==> config.mk <==
export PLATFORM = sky130hd
export DESIGN_NAME = rom_stream_loader
export DESIGN_NICKNAME = d
export VERILOG_FILES = /design/src/rtl/rom_stream_loader_pkg.sv /design/src/rtl/rom_stream_loader_stream_fifo2.sv /design/src/rtl/rom_stream_loader.sv
export SDC_FILE = /design/constraint.sdc
export NUM_CORES = 1
export LEC_CHECK = 0
export CAP_MARGIN = 5
export CORE_ASPECT_RATIO = 0.6
export CORE_MARGIN = 5
export CORE_UTILIZATION = 55
export DETAILED_ROUTE_END_ITERATION = 10
export PLACE_DENSITY = 0.8
export SLEW_MARGIN = 25
export SYNTH_ARGS = -nofsm -noshare
export SYNTH_HDL_FRONTEND = slang
export SYNTH_SLANG_ARGS = --single-unit
export TNS_END_PERCENT = 1
==> constraint.sdc <==
create_clock -name clk -period 7.7 [get_ports clk]
set_input_delay 1.155 -clock clk [delete_from_list [all_inputs] [get_ports clk]]
set_output_delay 1.155 -clock clk [all_outputs]
set_load 0.005 [all_outputs]
==> src/rtl/rom_stream_loader_pkg.sv <==
// Shared types and defaults for the ROM stream loader.
// Tagged words carry matrix type and position alongside the ROM data.
package rom_stream_loader_pkg;

    localparam int DATA_W       = 16;
    localparam int IFMAP_SIZE_D = 7;
    localparam int FILT_SIZE_D  = 3;
    localparam int IFMAP_BASE_D = 0;
    localparam int FILT_BASE_D  = 49;

    typedef enum logic [1:0] {
        ST_IDLE,
        ST_FILT,
        ST_IFMAP,
        ST_DRAIN
    } state_e;

    typedef struct packed {
        logic       is_filt;
        logic [2:0] row;
        logic [2:0] col;
        logic       last;
    } tag_t;

    typedef struct packed {
        logic [DATA_W-1:0] data;
        logic              is_filt;
        logic [2:0]        row;
        logic [2:0]        col;
        logic              last;
    } tagged_word_t;

endpackage

==> src/rtl/rom_stream_loader_stream_fifo2.sv <==
// Two-entry FIFO of tagged words; head entry is presented on dout.
// Storage is reset to zero so the head reads as zero when empty after reset.
module stream_fifo2
    import rom_stream_loader_pkg::*;
(
    input  logic         clk,
    input  logic         rst,
    input  logic         push,
    input  tagged_word_t din,
    input  logic         pop,
    output tagged_word_t dout,
    output logic [1:0]   count,
    output logic         full,
    output logic         empty
);

    tagged_word_t mem_q [2];
    tagged_word_t mem_d [2];
    logic         wr_ptr_q, wr_ptr_d;
    logic         rd_ptr_q, rd_ptr_d;
    logic [1:0]   count_q, count_d;
    logic         push_ok;
    logic         pop_ok;

    assign empty   = (count_q == 2'd0);
    assign full    = (count_q == 2'd2);
    assign count   = count_q;
    assign dout    = mem_q[rd_ptr_q];
    assign pop_ok  = pop && !empty;
    assign push_ok = push && (!full || pop_ok);

    always_comb begin
        mem_d    = mem_q;
        wr_ptr_d = wr_ptr_q;
        rd_ptr_d = rd_ptr_q;
        if (push_ok) begin
            mem_d[wr_ptr_q] = din;
            wr_ptr_d        = ~wr_ptr_q;
        end
        if (pop_ok) begin
            rd_ptr_d = ~rd_ptr_q;
        end
        count_d = count_q + 2'(push_ok) - 2'(pop_ok);
    end

    always_ff @(posedge clk or posedge rst) begin
        if (rst) begin
            mem_q[0] <= '0;
            mem_q[1] <= '0;
            wr_ptr_q <= 1'b0;
            rd_ptr_q <= 1'b0;
            count_q  <= 2'd0;
        end else begin
            mem_q    <= mem_d;
            wr_ptr_q <= wr_ptr_d;
            rd_ptr_q <= rd_ptr_d;
            count_q  <= count_d;
        end
    end

endmodule

==> src/rtl/rom_stream_loader.sv <==
// Walks the filter then ifmap ROM regions and streams tagged words out.
// Reads are throttled so FIFO entries plus the in-flight word never exceed two.
module rom_stream_loader
    import rom_stream_loader_pkg::*;
#(
    parameter int DATA_WIDTH = DATA_W,
    parameter int ADDR_WIDTH = 6,
    parameter int IFMAP_SIZE = IFMAP_SIZE_D,
    parameter int FILT_SIZE  = FILT_SIZE_D,
    parameter int IFMAP_BASE = IFMAP_BASE_D,
    parameter int FILT_BASE  = FILT_BASE_D
)(
    input  logic                  clk,
    input  logic                  rst,
    input  logic                  start,
    output logic                  rom_read,
    output logic [ADDR_WIDTH-1:0] rom_addr,
    input  logic [DATA_WIDTH-1:0] rom_dout,
    output logic                  out_valid,
    input  logic                  out_ready,
    output logic [DATA_WIDTH-1:0] out_data,
    output logic                  out_is_filt,
    output logic [2:0]            out_row,
    output logic [2:0]            out_col,
    output logic                  out_last,
    output logic                  busy,
    output logic                  done
);

    localparam int IFMAP_WORDS = IFMAP_SIZE * IFMAP_SIZE;
    localparam int FILT_WORDS  = FILT_SIZE * FILT_SIZE;
    localparam int CNT_W       = $clog2(IFMAP_WORDS);

    state_e                state_q, state_d;
    logic [ADDR_WIDTH-1:0] addr_q, addr_d;
    logic [CNT_W-1:0]      cnt_q, cnt_d;
    logic [2:0]            row_q, row_d;
    logic [2:0]            col_q, col_d;
    logic                  inflight_q, inflight_d;
    tag_t                  pend_q, pend_d;
    logic                  busy_q, busy_d;
    logic                  done_q, done_d;

    tagged_word_t          push_word;
    tagged_word_t          head;
    logic [1:0]            fifo_count;
    logic                  fifo_full;
    logic                  fifo_empty;
    logic                  pop;
    logic [2:0]            occ;
    logic                  issuing;
    logic                  is_filt;
    logic                  region_last;
    logic [2:0]            side_max;
    logic                  rd_en;

    assign pop     = !fifo_empty && out_ready;
    assign occ     = 3'(fifo_count) + 3'(inflight_q) - 3'(pop);
    assign issuing = (state_q == ST_FILT) || (state_q == ST_IFMAP);
    assign is_filt = (state_q == ST_FILT);
    assign rd_en   = issuing && (occ < 3'd2) && !(fifo_full && !pop);

    assign side_max    = is_filt ? 3'(FILT_SIZE - 1) : 3'(IFMAP_SIZE - 1);
    assign region_last = is_filt ? (cnt_q == CNT_W'(FILT_WORDS - 1))
                                 : (cnt_q == CNT_W'(IFMAP_WORDS - 1));

    // ROM data is only looked at in the cycle after a read.
    always_comb begin
        push_word         = '0;
        push_word.data    = inflight_q ? rom_dout : '0;
        push_word.is_filt = pend_q.is_filt;
        push_word.row     = pend_q.row;
        push_word.col     = pend_q.col;
        push_word.last    = pend_q.last;
    end

    always_comb begin
        state_d    = state_q;
        addr_d     = addr_q;
        cnt_d      = cnt_q;
        row_d      = row_q;
        col_d      = col_q;
        busy_d     = busy_q;
        done_d     = 1'b0;
        inflight_d = rd_en;
        pend_d     = pend_q;
        if (rd_en) begin
            pend_d.is_filt = is_filt;
            pend_d.row     = row_q;
            pend_d.col     = col_q;
            pend_d.last    = region_last;
        end
        unique case (state_q)
            ST_IDLE: begin
                if (start) begin
                    state_d = ST_FILT;
                    busy_d  = 1'b1;
                    addr_d  = ADDR_WIDTH'(FILT_BASE);
                    cnt_d   = '0;
                    row_d   = '0;
                    col_d   = '0;
                end
            end
            ST_FILT, ST_IFMAP: begin
                if (rd_en) begin
                    if (region_last) begin
                        cnt_d = '0;
                        row_d = '0;
                        col_d = '0;
                        if (is_filt) begin
                            state_d = ST_IFMAP;
                            addr_d  = ADDR_WIDTH'(IFMAP_BASE);
                        end else begin
                            state_d = ST_DRAIN;
                        end
                    end else begin
                        cnt_d  = cnt_q + 1'b1;
                        addr_d = addr_q + 1'b1;
                        if (col_q == side_max) begin
                            col_d = '0;
                            row_d = row_q + 3'd1;
                        end else begin
                            col_d = col_q + 3'd1;
                        end
                    end
                end
            end
            ST_DRAIN: begin
                if (!inflight_q && fifo_empty) begin
                    state_d = ST_IDLE;
                    busy_d  = 1'b0;
                    done_d  = 1'b1;
                end
            end
            default: state_d = ST_IDLE;
        endcase
    end

    always_ff @(posedge clk or posedge rst) begin
        if (rst) begin
            state_q    <= ST_IDLE;
            addr_q     <= '0;
            cnt_q      <= '0;
            row_q      <= '0;
            col_q      <= '0;
            inflight_q <= 1'b0;
            pend_q     <= '0;
            busy_q     <= 1'b0;
            done_q     <= 1'b0;
        end else begin
            state_q    <= state_d;
            addr_q     <= addr_d;
            cnt_q      <= cnt_d;
            row_q      <= row_d;
            col_q      <= col_d;
            inflight_q <= inflight_d;
            pend_q     <= pend_d;
            busy_q     <= busy_d;
            done_q     <= done_d;
        end
    end

    stream_fifo2 u_fifo (
        .clk   (clk),
        .rst   (rst),
        .push  (inflight_q),
        .din   (push_word),
        .pop   (pop),
        .dout  (head),
        .count (fifo_count),
        .full  (fifo_full),
        .empty (fifo_empty)
    );

    assign rom_read    = rd_en;
    assign rom_addr    = addr_q;
    assign out_valid   = !fifo_empty;
    assign out_data    = head.data;
    assign out_is_filt = head.is_filt;
    assign out_row     = head.row;
    assign out_col     = head.col;
    assign out_last    = head.last;
    assign busy        = busy_q;
    assign done        = done_q;

endmodule

After elaboration in Yosys (flattened, before gate mapping)
Cells that the tools add are included.
Widths: inputs -> output; s select.
{"block": "word_totals", "register_bits": 83, "latch_bits": 0, "ramBits": 0, "mem_bits_ro": 0, "in_bits": 20, "output_inout_bits": 34, "elab_cells": 117, "mem_count": 0}
{"block": "op_classes", "addsub": 8, "multipliers": 0, "div": 0, "n_lt_le_gt_ge": 4, "n_eq_ne": 13, "shift": 0, "n_mux": 38, "bitwise": 4, "n_reduce_logical": 25}
{"operator": "$mux 24", "n": 4}
{"operator": "$bwmux 48", "n": 1}
{"operator": "$mux 6", "n": 7}
{"operator": "$demux 24 s1", "n": 1}
{"operator": "$mux 3", "n": 8}
{"operator": "$pmux 6 s2", "n": 2}
{"operator": "$mux 16", "n": 1}
{"operator": "$add 6x1->6 const B", "n": 2}
{"operator": "$pmux 3 s2", "n": 2}
{"operator": "$reduce_and 4->1", "n": 3}
{"operator": "$logic_and 1x1->1", "n": 8}
{"operator": "$mux 2", "n": 4}
{"operator": "$ne 2x2->1 const B", "n": 4}
{"operator": "$add 3x1->3 const B", "n": 2}
{"operator": "$eq 2x2->1 const B", "n": 3}
{"operator": "$eq 6x4->1 const B", "n": 1}
{"operator": "$eq 6x6->1 const B", "n": 1}
{"operator": "$mux 1", "n": 6}
{"operator": "$ne 3x3->1 const B", "n": 2}
{"operator": "$pmux 2 s3", "n": 1}
{"operator": "$reduce_and 3->1", "n": 2}
{"operator": "$logic_not 1->1", "n": 5}
{"operator": "$ge 2x2->1 const B", "n": 2}
{"operator": "$logic_not 2->1", "n": 2}
{"operator": "other kinds (14)", "n": 18}

Logic depth before layout (Yosys ltp)
Gate-level depths: netlist of the first run.
{"block": "logic_depth", "ltp_word": 9, "ltp_mapped": 11, "ltp_nobuf": 10}

By module
A second synthesis of the first run with hierarchy kept.
{"block": "hier_totals", "cells_unflattened": 333, "area_unflattened_um2": 4284.1}
{"module": "stream_fifo2", "instances": 1, "cells_each": 151, "area_per_inst_um2": 2471.1, "seq_area_each_um2": 1301.2}
{"module": "rom_stream_loader", "instances": 1, "cells_each": 182, "area_per_inst_um2": 1813.0, "seq_area_each_um2": 775.7}

Least setup slack after synthesis of the first run
No wires, ideal clock.
{"block": "synth_timing", "kind": "input to output", "from": "in out_ready", "to": "out rom_read", "t_arrival_ns": 2.608, "t_required_ns": 6.545, "path_slack_ns": 3.937, "cell_stages": 7, "n_path_buf": 1, "path_cell_list": "and2_1 > ha_1 > nand2b_1 > fa_1 > o211a_4 > o211a_1 > buf_4"}
{"block": "synth_via", "elab_chain_len": 5, "elab_cells_between_ends": 8, "cone_classes": "add/sub (1); order compare (1); reduce/logical (6)"}
{"element": "start, declared", "line_no": "rom_stream_loader.sv:20", "rtl": "input logic out_ready,"}
{"element": "$logic_and 1x1->1 (*)", "line_no": "rom_stream_loader.sv:57", "rtl": "assign pop = !fifo_empty && out_ready;"}
{"element": "$sub 3x1->3 or $logic_not 1->1 (tied branches)", "line_no": "rom_stream_loader.sv:58, rom_stream_loader.sv:61"}
{"element": "$lt 3x2->1 or $logic_and 1x1->1 (tied branches)", "line_no": "rom_stream_loader.sv:61", "rtl": "assign rd_en = issuing && (occ < 3'd2) && !(fifo_full && !pop);"}
{"element": "$logic_and 1x1->1 or $logic_not 1->1 (tied branches)", "line_no": "rom_stream_loader.sv:61"}
{"element": "$logic_and 1x1->1 (*)", "line_no": "rom_stream_loader.sv:61"}
{"element": "end, declared", "line_no": "rom_stream_loader.sv:16", "rtl": "output logic rom_read,"}
Every way passes the cells marked *; elsewhere a longest branch is shown, timed or not.

Worst setup path after layout of the first run
Ends and elaborated chain as after synthesis.

==> results of run 1 <==
[where the power goes]
group | total [W] | switching, W | internal [W]
Sequential | 0.000775 | 0.000149 | 0.000626
Combinational | 0.000905 | 0.000384 | 0.000521
Clock | 0.000394 | 0.000159 | 0.000235
[routing by layer]
metal | global-route usage, % | vias to the layer above | share of wire (%)
met5 | 0 | - | 0
met4 | 6.68 | 0 | 1.3
met3 | 7.27 | 10 | 5.9
met2 | 28.1 | 57 | 45
met1 | 25.0 | 1262 | 48
li1 | - | 1185 | -
[through the flow]
stage / total power (W) / hold WS (ps) / instances / setup slack [ps] / instance area, um^2
finish: 0.00207 / 484 / 447 / 2620 / 4790
global route: 0.00222 / 499 / 447 / 2450 / 4790
CTS: 0.00209 / 487 / 447 / 2630 / 4780
detailed placement: 0.00168 / 475 / 431 / 2640 / 4510
global placement: 0.00164 / 463 / 431 / 2710 / 4510
floorplan: 0.00131 / 454 / 301 / 3940 / 3910
[kinds of logic (layout without fill, tap and decap cells)]
family	after synthesis	count (layout)	synth area share, %
muxes	83	83	23.9
and+or+nand+nor	49	49	6.75
DFF	83	83	53.1
buffers and inverters	23	82	2.69
xor gates and xnor gates	6	6	1.34
AOI/OAI and AO/OA	44	44	7.93
adders and majority gates	13	13	4.35
[worst max path at each step]
| stage | start | cells after the start | slack, ps | to |
|---|---|---|---|---|
| finish | out_ready | 8 | 2620 | rom_read |
| global route | out_ready | 8 | 2450 | rom_read |
| CTS | out_ready | 8 | 2630 | rom_read |
| detailed placement | out_ready | 8 | 2640 | rom_read |
| global placement | out_ready | 8 | 2710 | rom_read |
| floorplan | out_ready | 7 | 3940 | rom_read |
[worst reg2reg max path: stages, from the launching register on]
cell and delay, ps:
dfrtp_1 480, or2_2 360, and2_1 160, ha_1 260, nand2b_1 150, fa_1 410, nor2_1 210, o211a_1 470
nand3_1 260, nor2_1 320, mux2_2 230
[final cells by class]
type	instances	area, um^2	share of cell area, %
repair buffers	55	549	11.5
inverters	11	42.5	0.888
flip-flops and latches	83	2080	43.4
clock inverters	2	10.0	0.209
clock buffers	14	264	5.51
multi-input cells	195	1740	36.2
well taps	87	109	2.27
[cell usage in the layout (no fill, tap or decap), types with 2 or more instances in the layout]
master and n:
dfrtp_1 82, clkdlybuf4s50_1 53, mux2_2 50, mux2_1 32, nand2_1 15, o21ai_0 13, ha_1 12, inv_1 10
clkbuf_16 9, nor2_1 5, a21o_1 5, nand3_1 5, nand2b_1 4, and3_1 4, xor2_1 4, a22o_1 4
o21ai_1 3, a21oi_1 3, clkinv_2 3, o31ai_1 3, nor3b_1 3, clkbuf_1 3, nand4bb_1 2, and2_1 2
nor2b_1 2, xnor2_1 2, a31oi_1 2, clkbuf_8 2
[state kept, by name, indices dropped and copies added, names as in the netlist]
signal / count
done: 1
row_q: 3
u_fifo.wr_ptr_q: 1
u_fifo.mem_q: 48
inflight_q: 1
busy: 1
state_q: 2
cnt_q: 6
rom_addr: 6
u_fifo.rd_ptr_q: 1
pend_q: 8
u_fifo.count: 2
col_q: 3
==> impl_metrics.toml, run 1 <==
[timing]
hold_viol_final = 0
rsz0062_at_grt = "no"
final-setup-viol-count = 0
fmax_ghz = 0.197
tightestPinTransition_ps = 719
fin_crit_ps = 5080
timing.final.crit_share_pct = 66.0
skew_ps = 3.57
tns_ps = 0
relSlewSlack_pct = 52.1
slew_violations = 0

[setup_path]
required_ps = 6550
setup.worst_path.end_class = "output pin"
rr_worst_depth = 10
critical-path-slowest-cell = "clkdlybuf4s50_1"
start_kind = "input port"
r2r_start = "u_fifo.count[1]"
crit_top_cell = "clkdlybuf4s50_1"
crit_chain = "clkdlybuf4s50_1 -> and2_1 -> ha_1 -> nand2b_1 -> fa_1 -> nor2_1 -> o211a_1 -> clkdlybuf4s50_1"
crit_fanout = 12
reg2reg_slack_ps = 4330
slowest_delay_ps = 600
path_buf_inv = 2
r2r_end = "row_q[0]"
crit_family = "buffers and inverters"
path_class = "input port to output pin"
critPathArrivalTime_ps = 3930

[grt]
grtUsageTotal_pct = 18.6
grt_pass1_wl_mm = 12.8
grt_max_degree = 84
antenna_found_initial = 0
grt-ovfl-total = 0
grt_pass1_vias = 2609

[detailed_routing]
drc_errors = 0
wl_per_cell_um = 16.9
wirelength_mm = 7.53
drt_iter0_drc = 186
firstDrtPassIters = 4
antenna_left = 0
vias_per_cell = 5.62
vias = 2514

[layout]
layout-drive-gt1-share_pct = 21.1
fin_util_pct = 70.5
n_antenna_cell = 0
layout.nets = 388
syn_to_final_growth_pct = 22.4
nFillCells = 493

[synth]
seq_area_frac_synth_pct = 53.1
yosysUniqueCellTypes = 45
ys_ff_latch = 83
yosys-top-cells-count = "dfrtp_1, mux2_2, mux2_1, nand2_1, o21ai_0"
synth_nets = 334
synth_warnings = 0
synth-edff-count = 0
yosysTopAreaCell = "dfrtp_1"
synth_most_common_cell = "dfrtp_1"
synthArstFlopShare_pct = 100
synth_area_um2 = 3910
ys_top_cells_by_area = "dfrtp_1, mux2_2, mux2_1"
postSynthAreaPerCell_um2 = 13.0
synthFlopType = "dfrtp_1"
netlist.area_leader.share_pct = 53.1
synthCells = 301

[flow_run]
cap_violations = 0

[cts]
cts_setup_buffers = 0
cts_hold_buf = 0
clock_sinks = 83
cts_max_path_buffers = 2
cts_tree = "done"
root_buffer = "clkbuf_16"
numCtsBuffers = 9
clk_pin_slew_ps = 50
clock_latency_ps = 340
cts_max_level = 3
ctsResizeCount = 0

[die]
die-area_um2 = 8960
io_pins = 54
start_util_pct = 57.6
rows = 23
core-area_um2 = 6790
die_h_um = 75.3
dieWidth_um = 119

[min_path]
holdPathEnd = "u_fifo.mem_q[43]"
whs_path_depth = 1
min_from = "u_fifo.mem_q[43]"
min_path_type = "register to register"

[placed_design]
dpl.hpwl_mm = 5.09
gp_congestion = 0.761
portBuffers = 53

[outcome]
status = "finished, final reports clean"

[power]
pwr_density_cell_nw_per_um2 = 433
max-vdd-ir-drop_uv = 218
p_leak_nw = 2.17
(Power assumes the default switching activity.)
==> run 2: changes to the inputs <==
Settings changed: CORE_UTILIZATION 55 to 49, PLACE_DENSITY 0.8 to 0.75.
Clock period 7.7 ns to 4.6 ns, I/O delays scaled along.
==> run 2 against run 1 <==
Clock power increased by 83%; first-iteration DRC count shrank 13%; worst setup slack got worse by 1800 ps; die area increased by 11%; final cell count grew 4.7%; via count is 1.4% lower; critical path depth unchanged; wire length fell by 1.1%; clock skew up 2.6 ps; global-route usage is 2.0 points lower; sequential power up 66%; total power increased by 69%.
==> impl_metrics.toml, run 2 (synthesis gave the netlist of run 1 again) <==
[die]
core-area_um2 = 7820
die_h_um = 79.2
rows = 25
start_util_pct = 50.0
io_pins = 54
die-area_um2 = 9930
dieWidth_um = 125

[timing]
tns_ps = 0
timing.final.crit_share_pct = 83.2
skew_ps = 6.15
tightestPinTransition_ps = 658
rsz0062_at_grt = "no"
slew_violations = 0
final-setup-viol-count = 0
relSlewSlack_pct = 56.1
fmax_ghz = 0.261
fin_crit_ps = 3830
hold_viol_final = 0
worst_hold_slack_ps = 481

[setup_path]
critPathArrivalTime_ps = 3140
slowest_delay_ps = 530
r2r_start = "u_fifo.count[1]"
crit_fanout = 7
path_buf_inv = 1
path_class = "register to output pin"
start_kind = "register"
critical-path-slowest-cell = "clkdlybuf4s50_1"
setup.worst_path.end_class = "output pin"
required_ps = 3910
crit_chain = "or2_2 -> and2_1 -> ha_1 -> nand2b_1 -> fa_1 -> nor2_1 -> o211a_1 -> clkdlybuf4s50_1"
rr_worst_depth = 11
crit_family = "simple AND/OR/NAND/NOR gates"
reg2reg_slack_ps = 1400
r2r_end = "row_q[0]"

[min_path]
min_path_type = "register to register"
holdPathEnd = "u_fifo.mem_q[33]"
min_from = "u_fifo.mem_q[33]"
whs_path_depth = 1

[detailed_routing]
firstDrtPassIters = 4
vias = 2478
drc_errors = 0
wirelength_mm = 7.45
wl_per_cell_um = 15.9
drt_iter0_drc = 162
vias_per_cell = 5.29
antenna_left = 0

[grt]
grtUsageTotal_pct = 16.7
grt_pass1_vias = 2641
grtUsageMet1_pct = 23.6
grt-ovfl-total = 0
grt_max_degree = 55
grt_pass1_wl_mm = 13.1
use_met2_pct = 23.9
top_usage_layer = "met2"
antenna_found_initial = 0
grtUsageMet3_pct = 6.65

[placed_design]
place_area_um2 = 4540
dp.cells = 453
gp_congestion = 0.783
portBuffers = 53
dpl.hpwl_mm = 5.15

[layout]
largest_reg_flops = 48
largest-register = "u_fifo.mem_q"
reg_top3 = "u_fifo.mem_q: 48 flops, pend_q: 8 flops"
final_cell_mix = "dfrtp_1, clkdlybuf4s50_1, mux2_2"
fin_util_pct = 61.9
n_antenna_cell = 0
layout.nets = 389
fin_area_um2 = 4840
layout-drive-gt1-share_pct = 21.4
final_cells = 468
final_common_cell = "dfrtp_1"
syn_to_final_growth_pct = 23.7

[cts]
clock_latency_ps = 340
root_buffer = "clkbuf_16"
numCtsBuffers = 9
clock_sinks = 83
cts_hold_buf = 0
cts_max_path_buffers = 2
cts_tree = "done"
clk_pin_slew_ps = 60
cts_max_level = 3
cts_setup_buffers = 0
ctsResizeCount = 0

[power]
p_leak_nw = 2.18
pwr_density_cell_nw_per_um2 = 726
max-vdd-ir-drop_uv = 332

[outcome]
status = "finished, final reports clean"

[flow_run]
cap_violations = 0
run 2: cell types whose count changed in the layout (fill, tap and decap cells not counted), sizes merged:
cell,before,now
buf,2,3
bufinv,0,1
clkbuf,14,13
clkinv,3,1
inv,10,11
run 2: through the flow:
stage	total power, W	setup slack (ps)
2_1_floorplan	0.00219	1630
3_3_place_gp	0.00276	810
3_5_place_dp	0.00282	788
4_1_cts	0.00355	745
5_1_grt	0.00378	612
6_report	0.00351	771
run 2: where the power goes:
group / switching (W) / leakage (nW) / internal, W
Clock: 0.000273 / 0.146 / 0.000447
Combinational: 0.000626 / 1.01 / 0.000875
Sequential: 0.000244 / 1.03 / 0.00105
Total: 0.00114 / 2.18 / 0.00237
run 2: cell type report:
| class | count | area [um^2] |
|---|---|---|
| Clock buffer | 13 | 260 |
| Timing Repair Buffer | 56 | 553 |
| Sequential cell | 83 | 2080 |
| Multi-Input combinational cell | 195 | 1740 |
| Inverter | 11 | 43.8 |
| Tap cell | 108 | 135 |
| Clock inverter | 2 | 35.0 |
| Fill cell | 598 | 2980 |
run 2: worst max path at each step:
| stage | slack [ps] | start | endpoint | cells past startpoint |
|---|---|---|---|---|
| after floorplan | 1630 | u_fifo.count[1] | rom_read | 8 |
| after global placement | 810 | out_ready | rom_read | 8 |
| after detailed placement | 790 | out_ready | rom_read | 8 |
| after CTS | 740 | u_fifo.count[1] | rom_read | 8 |
| after global routing | 610 | u_fifo.count[1] | rom_read | 8 |
| final | 770 | u_fifo.count[1] | rom_read | 8 |
run 2: routing by layer:
| layer | vias up | wire length, um |
|---|---|---|
| li1 | 1179 | - |
| met1 | 1231 | 3720 |
| met2 | 60 | 3170 |
| met4 | 0 | 80 |
| met5 | - | 0 |
| met3 | 8 | 479 |
